File: src/rtl/rx_frame_pkg.sv
// Shared definitions for the receive frame checker: CRC constants,
// state encoding and small arithmetic helpers.
package rx_frame_pkg;

    localparam logic [15:0] CRC_POLY = 16'h1021;
    localparam logic [15:0] CRC_INIT = 16'hFFFF;

    typedef enum logic [1:0] {
        IDLE  = 2'd0,
        RECV  = 2'd1,
        CHECK = 2'd2,
        DROP  = 2'd3
    } state_t;

    // CRC-16/CCITT-FALSE byte update: MSB first, no reflection.
    function automatic logic [15:0] crc16_update(input logic [15:0] crc,
                                                 input logic [7:0]  data);
        logic [15:0] c;
        c = crc ^ {data, 8'h00};
        for (int unsigned i = 0; i < 8; i++) begin
            if (c[15])
                c = {c[14:0], 1'b0} ^ CRC_POLY;
            else
                c = {c[14:0], 1'b0};
        end
        return c;
    endfunction

    // Saturating 8-bit increment for the error counters.
    function automatic logic [7:0] sat_inc(input logic [7:0] v);
        return (v == 8'hFF) ? v : v + 8'd1;
    endfunction

endpackage

File: src/rtl/rx_frame_check_crc.sv
// Combinational next-CRC for one byte of the received stream.
module crc16_ccitt_byte
    import rx_frame_pkg::*;
(
    input  logic [15:0] crc_in,
    input  logic [7:0]  data_in,
    output logic [15:0] crc_out
);

    // Next CRC value after absorbing data_in.
    always_comb begin
        crc_out = crc16_update(crc_in, data_in);
    end

endmodule

File: src/rtl/rx_frame_check.sv
// Receive frame checker: collects decoded bytes between frame start and
// the end-of-frame pulse, checks length and CRC, and stores good frames
// in a two-bank buffer that the host drains one frame at a time.
module rx_frame_check #(
    parameter int MAX_LEN = 64,
    parameter int AW      = 7
) (
    input  logic          clk,
    input  logic          reset,
    input  logic          rdy,
    input  logic          frame,
    input  logic [7:0]    dataI,
    input  logic          done,
    input  logic          frmAck,
    input  logic [AW-1:0] rdAddr,
    output logic [7:0]    rdData,
    output logic          frmValid,
    output logic [AW-1:0] frmLen,
    output logic [7:0]    crcErrCnt,
    output logic [7:0]    lenErrCnt,
    output logic [7:0]    abortCnt,
    output logic [7:0]    dropCnt
);

    import rx_frame_pkg::*;

    localparam logic [7:0] LEN_MAX = 8'(MAX_LEN);
    localparam logic [7:0] LEN_OVF = 8'(MAX_LEN + 1);

    state_t        state;
    logic          frame_d;
    logic [7:0]    byte_cnt;
    logic [15:0]   crc;
    logic [15:0]   crc_next;
    logic          wr_bank;
    logic          rd_bank;
    logic [1:0]    full;
    logic [AW-1:0] len [2];
    logic [7:0]    mem [2*(2**AW)];

    logic          frame_rise;
    logic          frame_fall;
    logic          len_bad;
    logic          commit;
    logic          ack;
    logic          wr_en;
    logic [AW:0]   wr_addr;

    crc16_ccitt_byte u_crc (
        .crc_in  (crc),
        .data_in (dataI),
        .crc_out (crc_next)
    );

    // Frame-edge detection, length/CRC verdict and buffer control strobes.
    always_comb begin
        frame_rise = frame & ~frame_d;
        frame_fall = frame_d & ~frame & ~done;
        len_bad    = (byte_cnt < 8'd3) || (byte_cnt == LEN_OVF);
        commit     = (state == CHECK) && !len_bad && (crc == 16'h0000);
        ack        = frmAck && full[rd_bank];
        wr_en      = (state == RECV) && rdy && (byte_cnt < LEN_MAX);
        wr_addr    = {wr_bank, byte_cnt[AW-1:0]};
    end

    // Registered frame flag. Held high through reset so that a frame still
    // in progress when reset releases is not mistaken for a new start.
    always_ff @(posedge clk or posedge reset) begin
        if (reset)
            frame_d <= 1'b1;
        else
            frame_d <= frame;
    end

    // Frame state machine with byte counter, CRC and error counters.
    always_ff @(posedge clk or posedge reset) begin
        if (reset) begin
            state     <= IDLE;
            byte_cnt  <= '0;
            crc       <= CRC_INIT;
            wr_bank   <= 1'b0;
            len[0]    <= '0;
            len[1]    <= '0;
            crcErrCnt <= '0;
            lenErrCnt <= '0;
            abortCnt  <= '0;
            dropCnt   <= '0;
        end else begin
            case (state)
                IDLE: begin
                    if (frame_rise) begin
                        if (full[wr_bank]) begin
                            dropCnt <= sat_inc(dropCnt);
                            state   <= DROP;
                        end else begin
                            byte_cnt <= '0;
                            crc      <= CRC_INIT;
                            state    <= RECV;
                        end
                    end
                end
                RECV: begin
                    // A byte arriving together with done is still absorbed.
                    if (rdy) begin
                        crc <= crc_next;
                        if (byte_cnt != LEN_OVF)
                            byte_cnt <= byte_cnt + 8'd1;
                    end
                    if (done) begin
                        state <= CHECK;
                    end else if (frame_fall) begin
                        abortCnt <= sat_inc(abortCnt);
                        state    <= IDLE;
                    end
                end
                CHECK: begin
                    if (len_bad) begin
                        lenErrCnt <= sat_inc(lenErrCnt);
                    end else if (crc != 16'h0000) begin
                        crcErrCnt <= sat_inc(crcErrCnt);
                    end else begin
                        len[wr_bank] <= AW'(byte_cnt - 8'd2);
                        wr_bank      <= ~wr_bank;
                    end
                    state <= IDLE;
                end
                DROP: begin
                    if (done || frame_fall)
                        state <= IDLE;
                end
                default: state <= IDLE;
            endcase
        end
    end

    // Bank ownership: commits fill the write bank, host acks free the read bank.
    always_ff @(posedge clk or posedge reset) begin
        if (reset) begin
            full    <= '0;
            rd_bank <= 1'b0;
        end else begin
            if (commit)
                full[wr_bank] <= 1'b1;
            if (ack) begin
                full[rd_bank] <= 1'b0;
                rd_bank       <= ~rd_bank;
            end
        end
    end

    // Buffer write port.
    always_ff @(posedge clk) begin
        if (wr_en)
            mem[wr_addr] <= dataI;
    end

    // Buffer registered read port.
    always_ff @(posedge clk or posedge reset) begin
        if (reset)
            rdData <= '0;
        else
            rdData <= mem[{rd_bank, rdAddr}];
    end

    assign frmValid = full[rd_bank];
    assign frmLen   = len[rd_bank];

endmodule

File: config.mk
export PLATFORM = sky130hd
export DESIGN_NAME = rx_frame_check
export DESIGN_NICKNAME = d
export VERILOG_FILES = /design/src/rtl/rx_frame_pkg.sv /design/src/rtl/rx_frame_check_crc.sv /design/src/rtl/rx_frame_check.sv
export SDC_FILE = /design/constraint.sdc
export NUM_CORES = 2
export LEC_CHECK = 0
export ABC_AREA = 1
export ABC_CLOCK_PERIOD_IN_PS = 4300
export CELL_PAD_IN_SITES_DETAIL_PLACEMENT = 1
export CELL_PAD_IN_SITES_GLOBAL_PLACEMENT = 1
export CORE_MARGIN = 4
export CORE_UTILIZATION = 56
export CTS_CLUSTER_DIAMETER = 50
export DETAILED_ROUTE_END_ITERATION = 16
export HOLD_SLACK_MARGIN = 0.08
export PLACE_DENSITY = 0.83
export SLEW_MARGIN = 10
export SYNTH_ARGS = -nofsm -noshare
export SYNTH_HDL_FRONTEND = slang
export SYNTH_SLANG_ARGS = --single-unit
File: constraint.sdc
create_clock -name clk -period 4.3 [get_ports clk]
set_clock_uncertainty 0.05 [all_clocks]
set_input_delay 0.86 -clock clk [delete_from_list [all_inputs] [get_ports clk]]
set_output_delay 0.86 -clock clk [all_outputs]
set_load 0.03 [all_outputs]
Yosys cells after proc, flatten, opt, wreduce, memory -nomap -nowiden
Memories as Yosys holds them, arrays and structs flattened. A register that Yosys moved wholly into a read port is not among the register bits.
Index checks and enable logic that the tools add are counted.
{ "word_totals": {"ff_bits": 77, "ramBits": 2048, "inputBits": 21, "out_inout_bits": 48, "mem_count": 1, "elab_cells": 136} }
{ "memory_table": {"columns": ["name", "depth", "word_bits", "read_ports", "rd_ports_with_merged_regs", "write_ports", "line_no", "rtl"], "rows": [
  ["mem", 256, 8, 1, 1, 1, "rx_frame_check.sv:39", "logic [7:0] mem [2*(2**AW)];"]
]} }
{ "op_classes": {"n_lt_le_gt_ge": 9, "bitwise_logic": 28, "eq_ne": 15, "n_reduce_logical": 23, "n_addsub": 6, "muxes": 41} }
{ "op_table": {"columns": ["op", "n"], "rows": [
  ["13-bit two-way mux", 8],
  ["16-bit two-way mux", 3],
  ["8-bit by 1-bit adder with 8-bit output, second input constant", 5],
  ["8-bit equality test, second input constant", 4],
  ["8-bit two-way mux", 4],
  ["16-bit case mux with 2 select lines", 1],
  ["7-bit two-way mux", 4],
  ["3-bit NOT", 8],
  ["16-bit logical NOT", 1],
  ["8-bit case mux with 2 select lines", 1],
  ["4-bit AND reduction", 4],
  ["16-bit nonzero test", 1],
  ["16-bit XOR", 1],
  ["14-bit bitwise mux", 1],
  ["2-bit two-way mux", 7],
  ["1-bit NOT", 11],
  ["3-bit AND reduction", 3],
  ["8-bit by 7-bit equality test with 1-bit output, second input constant", 1],
  ["1-bit logical AND", 8],
  ["8-bit by 2-bit less-than comparator with 1-bit output, second input constant", 1],
  ["8-bit by 7-bit less-than comparator with 1-bit output, second input constant", 1],
  ["1-bit two-way mux", 8],
  ["2-bit != test, second input constant", 4],
  ["8-bit by 7-bit != test with 1-bit output, second input constant", 1],
  ["other kinds (22)", 31]
]} }

Logic depth before layout (Yosys ltp)
{ "logic_depth": {"ltp_word": 19, "mapped_depth": 15, "ltp_nobuf": 11} }

By module
A second synthesis with hierarchy kept.
{ "hier_totals": {"cells_unflattened": 7303, "hier_area_um2": 86859.6} }
{ "by_module_without_submodules": {"columns": ["module", "n_inst", "seq_area_each_um2", "area_per_inst_um2", "cells_each"], "rows": [
  ["rx_frame_check", 1, 63647.3, 86370.3, 7188],
  ["crc16_ccitt_byte", 1, 0.0, 489.2, 115]
]} }

Least setup slack after synthesis
Ideal clock, no wire load.
{ "synth_path": {"kind": "input to register", "start": "input port rdy", "end": "memory mem[10][0] (enable)", "t_arrival_ps": 1987, "setup_ps": 370, "required_time_ps": 3880, "cell_stages": 5, "path_buffers": 1, "path_slack_ps": 1892, "cell_sequence": "nand2_4 > nor3_4 > nand4_1 > buf_2 > nor2_1"} }
{ "synth_via": {"elab_chain_cells": 4} }
{ "synth_lines": {"columns": ["item", "line_no", "rtl"], "rows": [
  ["from (decl)", "rx_frame_check.sv:10", "input logic rdy,"],
  ["1-bit logical AND (2 in a row)", "rx_frame_check.sv:62", "wr_en = (state == RECV) && rdy && (byte_cnt < LEN_MAX);"],
  ["1-bit two-way mux", "rx_frame_check.sv:153", "if (wr_en)"],
  ["1-bit two-way mux (not written as such)", "rx_frame_check.sv:154", "mem[wr_addr] <= dataI;"],
  ["to (decl)", "rx_frame_check.sv:39", null]
]} }
Every way passes these cells.

Worst setup path in the final report
{ "layout_path": {"start": "register rd_bank", "end": "output port frmValid"} }
{ "layout_via": {"elab_chain_cells": 2} }
{ "layout_lines": {"columns": ["item", "line_no", "rtl"], "rows": [
  ["from (decl)", "rx_frame_check.sv:36", "logic rd_bank;"],
  ["from (signal assigned)", "rx_frame_check.sv:146", "rd_bank <= ~rd_bank;"],
  ["1-bit two-way mux (not written as such) (2 in a row)", "rx_frame_check.sv:165", "assign frmValid = full[rd_bank];"],
  ["to (decl)", "rx_frame_check.sv:17", "output logic frmValid,"]
]} }
Every way passes these cells. The select of a mux whose other input is x is not followed.

==> results.md <==
Status:
- The run finished with clean final reports.

Drt:
- In the routed layout, each cell is associated on average with a via count of 5.90.
- In the final routed layout, each cell accounts on average for 25.2 µm.
- After detailed routing, the total wire length is 265000 µm.
- Once detail routing completed, the nets flagged for antenna violations numbered 0.
- The total via count in the routed design is 62000.
- The starting DRC count in detailed routing is 6804.
- The remaining routing DRC violations is 0.
- The number of detailed-route iterations in the first pass is 6.

Critical path:
- The type of element capturing the critical path is a primary output.
- The data arrival time of the critical path is 3.02 ns.
- The path type of the worst setup path is reg -> out.
- The worst register-to-register path ends at mem[44][4].
- Across all register-to-register paths, the minimum setup slack is 1.18 ns.
- The critical path ends at frmValid.
- Counting stages on the worst path, the most repeated cell is nand2_1.
- The worst-path maximum fanout is 11.
- At the worst endpoint, the required time is 3.39 ns.
- The startpoint of the lowest-slack register-to-register path is byte_cnt[0].
- The worst setup path is launched from a flip-flop.
- In this run the number of cells on the critical path is 4.
- The worst-case reg-to-reg path depth is 5.
- The kind of cell with the highest combined delay on the critical path is buffers and inverters.
- The startpoint of the worst setup timing path is rd_bank.
- The critical path buffer and inverter count is 2.
- The worst-path cell with the longest stage delay is inv_1.
- The largest incremental delay on the critical path is 0.81 ns.
- Traced cell by cell, the critical path runs through inv_1, nand2_1, nand2_1, clkdlybuf4s50_1.

Floorplan:
- The initial cell density of the core is 56.7%.
- The overall die height is 401 µm.
- The die is 401 µm wide.
- After floorplanning, the core was divided into 143 placement rows.
- The area of the core region is 153000 µm².
- The die covers 161000 µm².
- 69 I/O pins were placed.

Finish:
- The sequential cells in the finished layout cover a total of 63600 µm².
- The multi-input gate area in the final layout is 24100 µm².
- The layout overhead on the synthesized area is 16.5%.
- Leaving out fill and tap cells, the most frequent cells in the layout are 2176 x nand2_1, 2048 x edfxtp_1, 2044 x nand3_1.
- Leaving out fill and tap cells, the most frequent cell in the layout is nand2_1.
- After filler insertion, the fill cell instance count of the layout stands at 15300.
- Cells with a size suffix above 1 make up 7.02% of the layout.
- After the last flow step, the layout net total stands at 8317.
- The final standard cell utilization of the core is 66.0%.

Power and ir drop:
- Of the total power, combinational logic draws 9.7%.
- The share of total power dissipated in sequential elements is 50.6%.
- The total power per unit cell area is 480 nW/µm².
- The worst ir drop on vdd is 0.561 mV.
- The total internal power is 36.2 mW.
- Of the total power, the share spent switching nets is 25.2%.
- The clock network is responsible for 39.7% of the overall power.
- For this design the total switching power over the nets is 12.2 mW.
- The total power draw is 48.4 mW.
- In this run the static leakage power is 38.6 nW.

CTS:
- The cell sitting at the root of the clock tree is a clkbuf_16.
- TritonCTS built the clock tree.
- The clock-pin slew reported for the worst setup and hold paths after clock tree synthesis is 0.06 ns.
- Buffers added to address setup during post-CTS repair amount to 0.
- The number of sinks on the clock net is 2133.
- The number of gates resized after CTS is 0.
- The H-tree depth is 4.
- The source-to-sink clock delay at the later pin of the worst-skew pair is 0.84 ns.
- The clock buffer count from CTS is 220.
- The clock passes through at most 3 buffers.
- After clock tree synthesis, the flow added hold-fix buffers numbering 0.

STA:
- The achievable frequency is 0.255 GHz.
- The total negative setup slack is 0 ns.
- The number of setup violations in the final report is 0.
- The worst pin sits at a relative slew slack of 19.2%.
- The worst hold-check slack is 0.391 ns.
- Setup repair after global routing left no endpoint under its margin.
- The count of final max-slew check failures came to 0.
- For the pin with the worst max-slew slack, the measured transition is 1.21 ns.
- The smallest clock period supported by the final layout is computed as 3.93 ns.
- In the finished design, the share of the clock period the worst path needs comes to 91.4%.
- The hold violation total from the final report was 0.

Synthesis:
- After synthesis, the cell types taking the most area are edfxtp_1 71%, nand3_1 12%, nand2_1 9.4%, dfrtp_1 2.0%, buf_2 1.7%.
- The count of flip-flops with a built-in enable after synthesis is 2048.
- For this run, the register share of the synthesized area comes to 73.6%.
- The proportion of register bits with asynchronous set or reset after synthesis is 3.98%.
- The register bit count reported by yosys is 2133.
- The mean post-synth cell area is 12.0 µm².
- Of all cell types, the one taking the most synthesized area is edfxtp_1.
- For this run, the leading register cell type out of synthesis is edfxtp_1.
- The mapped cell area is 86500 µm².
- The synthesized instance count is 7231.
- The share of the synthesized area in the top cell type is 71.1%.
- The Yosys warning count is 0.
- The number of distinct library cell variants in the gate-level netlist after synthesis is 42.

GRT:
- Entering global routing, the biggest net connects 149 pins.
- The overall routing resource usage is 32.8%.
- Global routing consumed, on the met2 layer, 56.8% of the routing resources.
- The initial antenna violation count is 4.
- The wire length of the first global-routing pass is 403000 µm.
- The met3 routing resource usage after global routing is 5.54%.
- The number of global-route vias before repair came to 67500.
- The met1 layer usage reported by global route is 40.6%.
- The remaining global-route overflow is 0.
- The layer with the highest usage is met2.

Worst hold path:
- The min-delay analysis places its worst path in the category in -> reg.

Job:
- Across the run, the number of max-cap violations was 0.

Place:
- At the end of routability-driven placement, the weighted congestion stood at 0.840.
- The count of buffers inserted at the top-level ports is 68.
- The detailed placer's ending HPWL is 147000 µm.
-- worst reg2reg max path, delay by kind of cell, from the launching register on --
kind                       cells  cell delay [ns]
DFF                            1             0.47
and+or+nand+nor                2             1.33
adders and majority gates      1             0.30
buffers and inverters          2             0.57
-- flip-flops by register name, indices dropped and copies added (netlist names), 2 cells and up --
| signal | flops |
|---|---|
| abortCnt | 8 |
| byte_cnt | 8 |
| crc | 16 |
| crcErrCnt | 8 |
| dropCnt | 8 |
| full | 2 |
| len | 14 |
| lenErrCnt | 8 |
| mem | 2048 |
| rdData | 8 |
| state | 2 |
-- how the worst min path moves through the flow --
stage / start / endpoint / depth (start not counted)
detailed placement: crc[10] / crc[10] / 2
finish: dataI[7] / mem[219][7] / 1
global placement: len[9] / len[9] / 2
global route: dataI[7] / mem[219][7] / 1
CTS: dataI[0] / mem[194][0] / 1
floorplan: len[9] / len[9] / 2
-- synth_stat cells (2+ instances only) --
cell type,n
nand2_1,2176
edfxtp_1,2048
nand3_1,2044
buf_2,290
nor2_1,167
clkbuf_1,90
inv_1,78
dfrtp_1,68
buf_4,43
buf_1,41
o21ai_0,32
xor2_1,27
xnor2_1,21
dfstp_2,17
nand4_1,17
o22ai_1,12
ha_1,10
a21oi_1,9
nor3_1,6
buf_6,3
inv_2,3
nor2_4,3
a22oi_1,2
a32oi_1,2
mux2_2,2
nor2_2,2
nor4_1,2
o21ai_1,2
-- per-layer routing --
layer	vias up	share of wire, %	routed length, µm
li1	26800	-	-
met1	31200	36	96100
met2	3135	51	135000
met3	847	7.9	20900
met4	4	4.9	13100
met5	-	0.010	27
-- cell type report --
class | instances | share of cell area [%]
Tap cell | 2030 | 2.52
Clock inverter | 120 | 1.09
Multi-Input combinational cell | 5571 | 23.9
Timing Repair Buffer | 277 | 2.92
Clock buffer | 287 | 6.07
Sequential cell | 2133 | 63.2
Inverter | 83 | 0.350
Antenna cell | 5 | 0.0124
-- cells by family (layout without fill, tap and decap cells) --
group                      after synthesis  count (layout)  synth area share [%]
xor gates and xnor gates                48              48                 0.486
buffers and inverters                  550             767                  3.02
AOI/OAI and AO/OA                       65              65                 0.431
and+or+nand+nor                       4422            4422                  22.3
other                                    1            1029               0.00434
muxes                                    2               2                0.0260
adders and majority gates               10              10                 0.145
DFF                                   2133            2133                  73.6
-- stage by stage --
stage	area, µm²	setup WS (ns)	std cells
final	101000	0.371	10500
after global routing	101000	0.292	10500
after CTS	101000	0.395	10500
after detailed placement	93500	0.202	10100
after global placement	93500	0.243	10100
after floorplan	90300	1.22	8254
-- power groups by stage --
stage	combinational [mW]	sequential (mW)	clock [mW]
finish	4.70	24.5	19.2
global route	5.06	24.5	20.3
floorplan	2.42	24.8	0
detailed placement	4.45	24.9	0
CTS	4.59	24.5	19.4
global placement	4.24	24.8	0
No activity file was read; power rests on OpenSTA's default activity.
